[config.mk]
export PLATFORM = sky130hd
export DESIGN_NAME = regfile_write_arbiter
export DESIGN_NICKNAME = d
export VERILOG_FILES = /design/src/rtl/regfile_write_arbiter.sv
export SDC_FILE = /design/constraint.sdc
export NUM_CORES = 1
export LEC_CHECK = 0
export CAP_MARGIN = 25
export CORE_MARGIN = 1
export CORE_UTILIZATION = 35
export CTS_BUF_LIST = sky130_fd_sc_hd__clkbuf_2
export CTS_CLUSTER_SIZE = 10
export DETAILED_ROUTE_END_ITERATION = 8
export DONT_BUFFER_PORTS = 1
export PLACE_DENSITY_LB_ADDON = 0.12
export SLEW_MARGIN = 20
export SYNTH_ARGS = -nofsm -noshare
export SYNTH_HDL_FRONTEND = slang
export SYNTH_SLANG_ARGS = --single-unit
[constraint.sdc]
create_clock -name clock -period 9.5 [get_ports clock]
set_input_delay 1.9 -clock clock [delete_from_list [all_inputs] [get_ports clock]]
set_output_delay 1.9 -clock clock [all_outputs]
set_load 0.03 [all_outputs]
[src/rtl/regfile_write_arbiter.sv]
// Two-source register-file write arbiter: per-source FIFOs feeding one registered write port.
// Optional feature macro: RF_ARB_X0_DROP_EN (drop writes to x0 at the handshake).

package rf_arb_pkg;
  localparam int XLEN = 32;

  typedef logic [4:0] rv_reg_t;

  typedef struct packed {
    logic            enable;
    rv_reg_t         which_register;
    logic [XLEN-1:0] value;
  } reg_write_control_t;
endpackage

module regfile_write_arbiter
  import rf_arb_pkg::*;
#(
  parameter int DEPTH = 2
) (
  input  logic               clock,
  input  logic               reset,
  input  logic               alu_valid,
  output logic               alu_ready,
  input  rv_reg_t            alu_rd,
  input  logic [XLEN-1:0]    alu_value,
  input  logic               mem_valid,
  output logic               mem_ready,
  input  rv_reg_t            mem_rd,
  input  logic [XLEN-1:0]    mem_value,
  output reg_write_control_t write_control,
  output logic [31:0]        pending_mask,
  output logic               busy
);

  localparam int PW = $clog2(DEPTH);
  localparam int CW = PW + 1;
  localparam logic [CW-1:0] FULL = CW'(DEPTH);
  localparam logic GRANT_ALU = 1'b0;
  localparam logic GRANT_MEM = 1'b1;

  // Handshake: a source entry transfers on a posedge where valid && ready; ready is
  // "queue not full" from the registered count only, and the source holds rd/value
  // stable while valid is high and ready is low.

  rv_reg_t         alu_rd_q  [DEPTH];
  logic [XLEN-1:0] alu_val_q [DEPTH];
  rv_reg_t         mem_rd_q  [DEPTH];
  logic [XLEN-1:0] mem_val_q [DEPTH];

  logic [PW-1:0] alu_wr_ptr, alu_rd_ptr, mem_wr_ptr, mem_rd_ptr;
  logic [CW-1:0] alu_count, mem_count;
  logic          last_grant;

  logic alu_keep, mem_keep;
  logic alu_push, mem_push;
  logic alu_pop, mem_pop;
  logic alu_has, mem_has;

`ifdef RF_ARB_X0_DROP_EN
  assign alu_keep = (alu_rd != '0);
  assign mem_keep = (mem_rd != '0);
`else
  assign alu_keep = 1'b1;
  assign mem_keep = 1'b1;
`endif

  assign alu_ready = (alu_count != FULL);
  assign mem_ready = (mem_count != FULL);
  assign alu_push  = alu_valid && alu_ready && alu_keep;
  assign mem_push  = mem_valid && mem_ready && mem_keep;
  assign alu_has   = (alu_count != '0);
  assign mem_has   = (mem_count != '0);

  // Round-robin: on a tie the source not granted last wins.
  always_comb begin
    alu_pop = 1'b0;
    mem_pop = 1'b0;
    if (alu_has && mem_has) begin
      if (last_grant == GRANT_MEM) alu_pop = 1'b1;
      else                         mem_pop = 1'b1;
    end else if (alu_has) begin
      alu_pop = 1'b1;
    end else if (mem_has) begin
      mem_pop = 1'b1;
    end
  end

  always_ff @(posedge clock) begin
    if (reset) begin
      alu_wr_ptr    <= '0;
      alu_rd_ptr    <= '0;
      alu_count     <= '0;
      mem_wr_ptr    <= '0;
      mem_rd_ptr    <= '0;
      mem_count     <= '0;
      last_grant    <= GRANT_MEM;
      write_control <= '0;
    end else begin
      if (alu_push) alu_wr_ptr <= alu_wr_ptr + PW'(1);
      if (alu_pop)  alu_rd_ptr <= alu_rd_ptr + PW'(1);
      if (mem_push) mem_wr_ptr <= mem_wr_ptr + PW'(1);
      if (mem_pop)  mem_rd_ptr <= mem_rd_ptr + PW'(1);
      alu_count <= alu_count + CW'(alu_push) - CW'(alu_pop);
      mem_count <= mem_count + CW'(mem_push) - CW'(mem_pop);
      if (alu_pop) begin
        write_control <= '{enable: 1'b1, which_register: alu_rd_q[alu_rd_ptr],
                           value: alu_val_q[alu_rd_ptr]};
        last_grant    <= GRANT_ALU;
      end else if (mem_pop) begin
        write_control <= '{enable: 1'b1, which_register: mem_rd_q[mem_rd_ptr],
                           value: mem_val_q[mem_rd_ptr]};
        last_grant    <= GRANT_MEM;
      end else begin
        write_control <= '0;
      end
    end
  end

  // Queue storage needs no reset; the counts define which slots are live.
  always_ff @(posedge clock) begin
    if (!reset && alu_push) begin
      alu_rd_q[alu_wr_ptr]  <= alu_rd;
      alu_val_q[alu_wr_ptr] <= alu_value;
    end
    if (!reset && mem_push) begin
      mem_rd_q[mem_wr_ptr]  <= mem_rd;
      mem_val_q[mem_wr_ptr] <= mem_value;
    end
  end

  function automatic logic [CW-1:0] slot_age(input logic [PW-1:0] slot,
                                             input logic [PW-1:0] rd_ptr);
    logic [PW-1:0] diff;
    diff = slot - rd_ptr;
    return {1'b0, diff};
  endfunction

  always_comb begin
    pending_mask = '0;
    for (int i = 0; i < DEPTH; i++) begin
      if (slot_age(PW'(i), alu_rd_ptr) < alu_count) pending_mask[alu_rd_q[i]] = 1'b1;
      if (slot_age(PW'(i), mem_rd_ptr) < mem_count) pending_mask[mem_rd_q[i]] = 1'b1;
    end
    if (write_control.enable) pending_mask[write_control.which_register] = 1'b1;
    pending_mask[0] = 1'b0;
  end

  assign busy = alu_has || mem_has || write_control.enable;

endmodule

==> results of run 1 <==
==> metrics by stage <==
step | util | area, um2
2_1_floorplan | - | 8520
3_3_place_gp | 0.374 | 8850
3_5_place_dp | 0.374 | 8850
4_1_cts | 0.385 | 9120
5_1_grt | 0.385 | 9130
6_report | 0.385 | 9130
==> final timing paths <==
kind                              startpoint                to  slack [ps]  depth (start not counted)
worst max register to register  alu_count[0]    alu_rd_q[1][3]        6770                          4
worst min register to register    last_grant        last_grant         590                          1
worst max-delay path            mem_count[1]  pending_mask[10]        4570                          4
worst min-delay path              last_grant        last_grant         590                          1
==> state kept, by name, indices dropped and copies added, names as in the netlist, named ones only <==
signal,flops
alu_rd_ptr,1
mem_wr_ptr,1
mem_count,2
mem_val_q,64
alu_val_q,64
alu_rd_q,10
alu_wr_ptr,1
mem_rd_ptr,1
write_control,38
alu_count,2
last_grant,1
mem_rd_q,10
==> critical path, stage by stage (launching register included) <==
cell	delay, ps
dfxtp_1	790
a21oi_2	130
nor3b_1	820
a22oi_1	210
nand3_1	340
==> routing by layer <==
| layer | up-vias | part of all wire | global-route usage |
|---|---|---|---|
| met2 | 235 | 0.47 | 0.309 |
| met1 | 2651 | 0.42 | 0.236 |
| met5 | - | 0 | 0 |
| met3 | 26 | 0.092 | 0.0682 |
| li1 | 2437 | - | - |
| met4 | 0 | 0.019 | 0.0604 |
==> power groups by stage <==
stage | Clock, mW | Sequential (mW) | Combinational, mW
floorplan | 0 | 1.23 | 0.584
global placement | 0 | 1.31 | 0.707
detailed placement | 0 | 1.31 | 0.707
CTS | 0.442 | 1.29 | 0.711
global route | 0.478 | 1.31 | 0.761
finish | 0.424 | 1.29 | 0.699
==> layout make-up <==
| type | instances | area (um2) |
|---|---|---|
| clock inverters | 15 | 184 |
| fillers | 2328 | 14600 |
| multi-input cells | 395 | 2930 |
| flip-flops and latches | 197 | 5430 |
| repair buffers | 10 | 75.1 |
| well taps | 319 | 399 |
| inverters | 6 | 22.5 |
| diodes | 2 | 5.00 |
| clock buffers | 17 | 85.1 |
==> Yosys cell counts (all sizes together) (2+ instances only) <==
| master | number |
|---|---|
| edfxtp | 148 |
| mux2i | 74 |
| nor2 | 68 |
| dfxtp | 49 |
| o22a | 39 |
| clkbuf | 24 |
| o22ai | 24 |
| a22oi | 20 |
| buf | 18 |
| nand2 | 15 |
| nand3 | 15 |
| nor3b | 14 |
| o211ai | 14 |
| nand3b | 11 |
| nor2b | 11 |
| or3 | 10 |
| nor3 | 9 |
| o21ai | 9 |
| inv | 6 |
| xor2 | 6 |
| a21oi | 5 |
| a2bb2oi | 5 |
| nand2b | 5 |
| and3 | 4 |
| and3b | 4 |
| ha | 4 |
| a211o | 3 |
| nand4 | 3 |
| or3b | 3 |
| a21o | 2 |
| a221o | 2 |
| nand4b | 2 |
| o2111ai | 2 |
| o221ai | 2 |
| or2 | 2 |
| xnor2 | 2 |
==> cells by family (layout without fill, tap and decap cells) <==
kind of cell    Yosys count  after routing
buf+inv                  48             48
compound gates          130            130
mux                      74             74
other cells               1              3
flops                   197            197
fa+ha+maj                 4              4
simple gates            178            178
xor+xnor                  8              8
==> flow_summary.json, run 1 <==
{
  "cts_buffer_depth": 2,
  "worst_pin_slew_ps": 979,
  "fin_skew_ps": 49.2,
  "area_growth_pct": 7.14,
  "irDropWorstVdd_v": 0.000105,
  "port_buffers": 0,
  "syn_avg_cell_area_um2": 13.3,
  "fin_crit_sh": 0.519,
  "clock_latency_ps": 760,
  "synth_top_area_cell": "edfxtp_1",
  "cts_resized": 0,
  "ant_nets": 0,
  "p_leak_nw": 2.95,
  "synth_top_family_by_area": "compound AO/OA/AOI/OAI gates",
  "numCtsBuffers": 17,
  "synthFlopType": "edfxtp_1",
  "p_seq_frac": 0.535,
  "synthesis.area_um2": 8520,
  "antenna_found_initial": 1,
  "grt_pass1_vias": 5534,
  "die_h_um": 158,
  "cts.sinks": 197,
  "status": "completed",
  "gr-total-overflow": 0,
  "ctsHoldBuffers": 0,
  "grt_start_max_net_pins": 54,
  "p_int_mw": 1.44,
  "swShare": 0.402,
  "path_class": "reg2out",
  "cap_violations": 0,
  "drcViolationCount": 0,
  "core_um2": 23700,
  "nets": 709,
  "htreeDepth": 4,
  "via_per_inst": 5.57,
  "synth_fa_ha_area_frac": 0.00587,
  "synth_area_leaders": "edfxtp_1, dfxtp_1, mux2i_1",
  "setup_slack_ps": 4570,
  "fmax_mhz": 203,
  "crit_required_ps": 7600,
  "clk_pin_slew_ps": 280,
  "setup-tns-final_ps": 0,
  "p_comb_frac": 0.289,
  "grt_first_pass_wirelength_um": 34200,
  "cts_root_buf": "clkbuf_2",
  "vias": 5349,
  "die_x_um": 158,
  "hold_path.class": "reg2reg",
  "ys_types": 55,
  "synthCells": 640,
  "yosysTopAreaCellShare": 0.522,
  "setup_viol": 0,
  "maxSlewHeadroom": 0.346,
  "ys_seq_area_frac": 0.637,
  "fin_cells": 961,
  "synth_simple_gate_area_frac": 0.114,
  "cts_tree": "built",
  "routabilityCongestion": 0.915,
  "placed_cells": 927,
  "synthesis.yosys.warnings": 0,
  "synth-compound-area-share": 0.123,
  "synth_xor_area_frac": 0.00822,
  "first_pass_iters": 5,
  "final_common_cell": "edfxtp_1",
  "wl_um": 23000,
  "synth_nets": 722,
  "critPathLaunchType": "flip-flop",
  "rsz0062_at_grt": "false",
  "mostFrequentLayoutCells": "edfxtp_1, mux2i_1, nor2_1",
  "hold_violations": 0,
  "fin_hold_ws_ps": 587,
  "cts_setup_buffers": 0,
  "drt_iter0_markers": 375,
  "dieArea_um2": 25000,
  "wl_per_cell_um": 23.9,
  "synth-seq-cells": 197,
  "synthMuxAreaShare": 0.0869,
  "p_clk_frac": 0.176,
  "place_ws_ps": 5450,
  "cp.arrival_ps": 3030,
  "final-max-slew-violation-count": 0,
  "synth_edf_count": 148,
  "critPathMaxFanout": 12,
  "dp_hpwl_um": 15800,
  "rows": 56,
  "power_switching_uw": 970,
  "end_kind": "output port",
  "async_reset_ff_frac": 0,
  "finalCriticalPeriod_ps": 4930,
  "powerDensity_nw_per_um2": 264,
  "p_total_mw": 2.41,
  "grt_usage": 0.190,
  "io_pins": 151,
  "initial_core_util": 0.360,
  "layout-drive-gt1-share": 0.105
}
Note: power is estimated with default switching activity, not from simulation.
==> run 2, diff against run 1 <==
- clock period: 9.5 -> 4.3 ns (I/O delays scaled with it)
==> run 2 against run 1 <==
- flip-flop and latch count unchanged
- non-clock buffer count stayed put
- global-route usage fell by 0.32 points
- combinational power grew 120%
- worst hold slack got worse by 430 ps
- clock skew grew 3.7 ps
- utilization increased by 0.27 points
- critical path depth did not move
- sequential share of layout area decreased by 0.42 points
- sequential power grew 120%
- first-iteration DRC count fell by 7.7%
- final area grew 0.71%
- largest cell class unchanged
==> flow_summary.json, run 2 (same netlist as run 1, synthesis figures left out) <==
{
  "worstReg2RegEnd": "alu_val_q[0][9]",
  "gr-total-overflow": 0,
  "port_buffers": 0,
  "clk_pin_slew_ps": 290,
  "worst-r2r-setup-slack_ps": 1730,
  "fin_crit_sh": 0.909,
  "htreeDepth": 4,
  "fin_area_um2": 9190,
  "placed_area_um2": 8850,
  "cts_root_buf": "clkbuf_2",
  "die_x_um": 158,
  "maxSlewHeadroom": 0.369,
  "mostFrequentLayoutCells": "edfxtp_1, mux2i_1, nor2_1",
  "grt_pass1_vias": 5376,
  "nets": 709,
  "fmax_mhz": 256,
  "r2r-start": "alu_count[1]",
  "via_per_inst": 5.50,
  "vias": 5282,
  "holdPathStages": 1,
  "die_h_um": 158,
  "dieArea_um2": 25000,
  "cp.arrival_ps": 3050,
  "routabilityCongestion": 0.914,
  "irDropWorstVdd_v": 0.000333,
  "critPathMaxFanout": 12,
  "p_leak_nw": 2.97,
  "worst_path_max_delay_cell": "dfxtp_1",
  "critPathLaunchType": "flip-flop",
  "crit_family": "simple AND/OR/NAND/NOR gates",
  "rsz0062_at_grt": "false",
  "fillCellCount": 2349,
  "first_pass_iters": 5,
  "cts_buffer_depth": 2,
  "status": "completed",
  "core_um2": 23700,
  "critPathMaxStageDelay_ps": 800,
  "initial_core_util": 0.360,
  "seqCellArea_um2": 5430,
  "wl_per_cell_um": 23.9,
  "cp.buffers_inverters": 0,
  "grt_start_max_net_pins": 49,
  "hold_violations": 0,
  "worst_pin_slew_ps": 945,
  "numCtsBuffers": 17,
  "reg_top3": "alu_val_q: 64 flops, mem_val_q: 64 flops, write_control: 38 flops",
  "finalCriticalPeriod_ps": 3910,
  "holdPathEnd": "write_control[6]",
  "final_common_cell": "edfxtp_1",
  "dp_hpwl_um": 15300,
  "setup-tns-final_ps": 0,
  "io_pins": 151,
  "wl_um": 23000,
  "drt_iter0_markers": 346,
  "rows": 56,
  "cp_cell_sequence": "a21oi_2, nor3b_1, a22oi_1, nand3_1",
  "area_growth_pct": 7.90,
  "fin_skew_ps": 52.8,
  "final-max-slew-violation-count": 0,
  "cts.sinks": 197,
  "r2r_cells": 4,
  "hold_path.class": "in2reg",
  "powerDensity_nw_per_um2": 594,
  "placed_cells": 926,
  "finalCoreUtilization": 0.388,
  "hold_start": "reset",
  "layout-drive-gt1-share": 0.103,
  "grt_first_pass_wirelength_um": 33600,
  "grt_usage": 0.187,
  "multi_input_area_um2": 2920,
  "clock_latency_ps": 760,
  "fin_cells": 961,
  "path_class": "reg2out",
  "cts_tree": "built",
  "crit_required_ps": 3440,
  "antenna_found_initial": 1,
  "end_kind": "output port",
  "setup_viol": 0,
  "drcViolationCount": 0,
  "ant_nets": 0,
  "cap_violations": 0
}
==> run 2: cell count changes in the layout (fill, tap and decap cells not counted), sizes merged <==
| cell | change |
|---|---|
| dlygate4sd3 | +1 |
| inv | -4 |
| bufinv | +2 |
| buf | -1 |
| clkinv | +2 |
==> run 2: layer usage <==
layer / share of wire / track usage / up-vias
met4: 0.020 / 0.0595 / 0
met3: 0.076 / 0.0586 / 28
met2: 0.49 / 0.315 / 188
met5: 0 / 0 / -
met1: 0.42 / 0.228 / 2627
li1: - / - / 2439
==> run 2: worst register-to-register path: stages, from the launching register on <==
cell	delay (ps)
dfxtp_1	550
nand2b_1	420
nand2_1	270
nor3_2	740
buf_12	300
==> run 2: timing repair <==
item	CTS	global route
endpoints found under the setup margin	0	0
endpoints found under the hold margin	6	0
buffers inserted	0	0
resized for setup	0	0
hold buffers	1	0
==> run 2: metrics by stage <==
| step | setup slack [ps] | power (mW) | hold slack (ps) |
|---|---|---|---|
| 4_1_cts | 334 | 5.54 | 13.4 |
| 2_1_floorplan | -199 | 4.01 | 464 |
| 3_3_place_gp | 1330 | 4.46 | 516 |
| 3_5_place_dp | 1310 | 4.47 | 525 |
| 5_1_grt | 256 | 5.73 | 8.16 |
| 6_report | 392 | 5.46 | 155 |
==> run 2: worst max-delay path by stage <==
stage / startpoint / cells past startpoint / end / slack [ps]
global placement: mem_count[1] / 4 / pending_mask[10] / 1330
global route: mem_count[1] / 4 / pending_mask[26] / 260
floorplan: reset / 3 / alu_rd_q[1][0] / -200
detailed placement: mem_count[1] / 4 / pending_mask[10] / 1310
finish: mem_count[1] / 4 / pending_mask[10] / 390
CTS: mem_count[1] / 4 / pending_mask[10] / 330
==> run 2: report_power, final <==
part	total, mW	switching (mW)	internal [mW]	leakage, nW
clock	1.05	0.687	0.368	0.183
sequential	2.88	0.556	2.33	1.76
combinational	1.52	0.907	0.612	1.03
total	5.46	2.15	3.31	2.97
==> run 2: area by class of cell <==
cell class / instances / share of cell area
Timing Repair Buffer: 10 / 0.00980
Multi-Input combinational cell: 395 / 0.318
Inverter: 6 / 0.00245
Antenna cell: 2 / 0.000544
Sequential cell: 197 / 0.590
Tap cell: 319 / 0.0434
Clock buffer: 17 / 0.00925
Clock inverter: 15 / 0.0261
==> run 3, diff against run 2 <==
- GPL_ROUTABILITY_DRIVEN: not set -> 0
==> run 3 against run 2 <==
- via count grew 3.0%
- largest cell class unchanged
- clock skew down 13 ps
- die area stayed put
- non-clock buffer count is 2 higher
- power shrank 1.6%
- global-route usage shrank 0.73 points
- cell count grew 0.10%
- critical path depth unchanged
- fmax increased by 2.9%
- sequential power about the same
==> flow_summary.json, run 3 (same netlist as run 1, synthesis figures left out) <==
{
  "seqCellArea_um2": 5430,
  "status": "completed",
  "crit_required_ps": 3440,
  "p_leak_nw": 2.96,
  "grt_usage": 0.180,
  "powerDensity_nw_per_um2": 587,
  "fin_cells": 962,
  "dp_hpwl_um": 14300,
  "htreeDepth": 4,
  "io_pins": 151,
  "fin_hold_ws_ps": 156,
  "area_growth_pct": 7.36,
  "fin_skew_ps": 40.0,
  "final-max-slew-violation-count": 0,
  "grt_pass1_vias": 5473,
  "final_common_cell": "edfxtp_1",
  "cap_violations": 0,
  "gr-total-overflow": 0,
  "die_h_um": 158,
  "irDropWorstVdd_v": 0.000336,
  "hold_path.class": "in2reg",
  "finalCriticalPeriod_ps": 3800,
  "multi_input_area_um2": 2920,
  "mostFrequentLayoutCells": "edfxtp_1, mux2i_1, nor2_1",
  "path_class": "reg2out",
  "worstSetupStartpoint": "mem_count[1]",
  "cts.sinks": 197,
  "fmax_mhz": 263,
  "critPathMaxFanout": 12,
  "ant_nets": 0,
  "core_um2": 23700,
  "layout-drive-gt1-share": 0.107,
  "dieArea_um2": 25000,
  "end_kind": "output port",
  "nets": 711,
  "cts_root_buf": "clkbuf_2",
  "reg_top3": "alu_val_q: 64 flops, mem_val_q: 64 flops, write_control: 38 flops",
  "hold_start": "reset",
  "via_per_inst": 5.65,
  "maxSlewHeadroom": 0.376,
  "initial_core_util": 0.360,
  "r2r-start": "alu_count[1]",
  "clk_pin_slew_ps": 300,
  "antenna_found_initial": 1,
  "worst_path_max_delay_cell": "nor3b_1",
  "setup-tns-final_ps": 0,
  "die_x_um": 158,
  "wl_per_cell_um": 22.8,
  "ctsHoldBuffers": 0,
  "first_pass_iters": 5,
  "grt_first_pass_wirelength_um": 32700,
  "clock_latency_ps": 720,
  "vias": 5440,
  "worst_pin_slew_ps": 934,
  "numCtsBuffers": 17,
  "critPathLaunchType": "flip-flop",
  "fin_crit_sh": 0.883,
  "fillCellCount": 2321,
  "cp.arrival_ps": 2940,
  "rows": 56,
  "cts_resized": 0,
  "cts_tree": "built",
  "cts_buffer_depth": 2,
  "setup_viol": 0,
  "placed_cells": 929,
  "critPathMaxStageDelay_ps": 790,
  "drt_iter0_markers": 601,
  "grt_start_max_net_pins": 54,
  "cp_cell_sequence": "a21oi_2, nor3b_1, a22o_1, or4_1",
  "wl_um": 21900,
  "rsz0062_at_grt": "false",
  "hold_violations": 0,
  "port_buffers": 0,
  "cts_setup_buffers": 0,
  "drcViolationCount": 0
}
## run 3: cell types whose count changed in the layout (fill, tap and decap cells not counted)
cell           change
clkbuf_2           +1
dlygate4sd3_1      -1
inv_6              +2
buf_12             -1
buf_4              +4
clkinv_8           -5
clkinvlp_4         +2
diode_2            -1
## run 3: final cells by class
class / count / share of cell area
multi-input combinational: 395 / 0.320
sequential: 197 / 0.593
clock buffer: 18 / 0.00985
clock inverter: 14 / 0.0209
antenna: 1 / 0.000274
inverter: 6 / 0.00246
tap: 319 / 0.0436
timing repair buffer: 12 / 0.00985
## run 3: where the power goes
group	switching [mW]	total [mW]	internal [mW]
sequential	0.537	2.86	2.33
clock	0.643	0.991	0.348
combinational	0.905	1.52	0.610
total	2.08	5.37	3.29
## run 3: path summary, 6_finish.rpt
kind	end	slack, ps	depth (start not counted)
setup / recovery	pending_mask[2]	500	4
hold / removal	write_control[29]	160	1
setup reg to reg	mem_count[1]	1670	10
hold reg to reg	last_grant	580	1
## run 3: critical path, delay by kind of cell (launching register included)
kind / cells / cell delay [ps]
AOI/OAI and AO/OA: 2 / 380
DFF: 1 / 780
and+or+nand+nor: 2 / 1090
## run 3: per-layer routing
metal,vias to the layer above,track usage,share of wire
met5,-,0,0
met4,0,0.0733,0.022
met3,43,0.0597,0.089
met2,239,0.301,0.48
met1,2725,0.212,0.40
li1,2433,-,-
## run 3: metrics by stage
stage               power (mW)  setup slack (ps)   util  area (um2)
floorplan                 4.01              -199      -        8520
global placement          4.43              1400  0.374        8860
detailed placement        4.44              1370  0.374        8860
CTS                       5.44               406  0.386        9150
global route              5.66               247  0.386        9150
finish                    5.37               503  0.386        9150
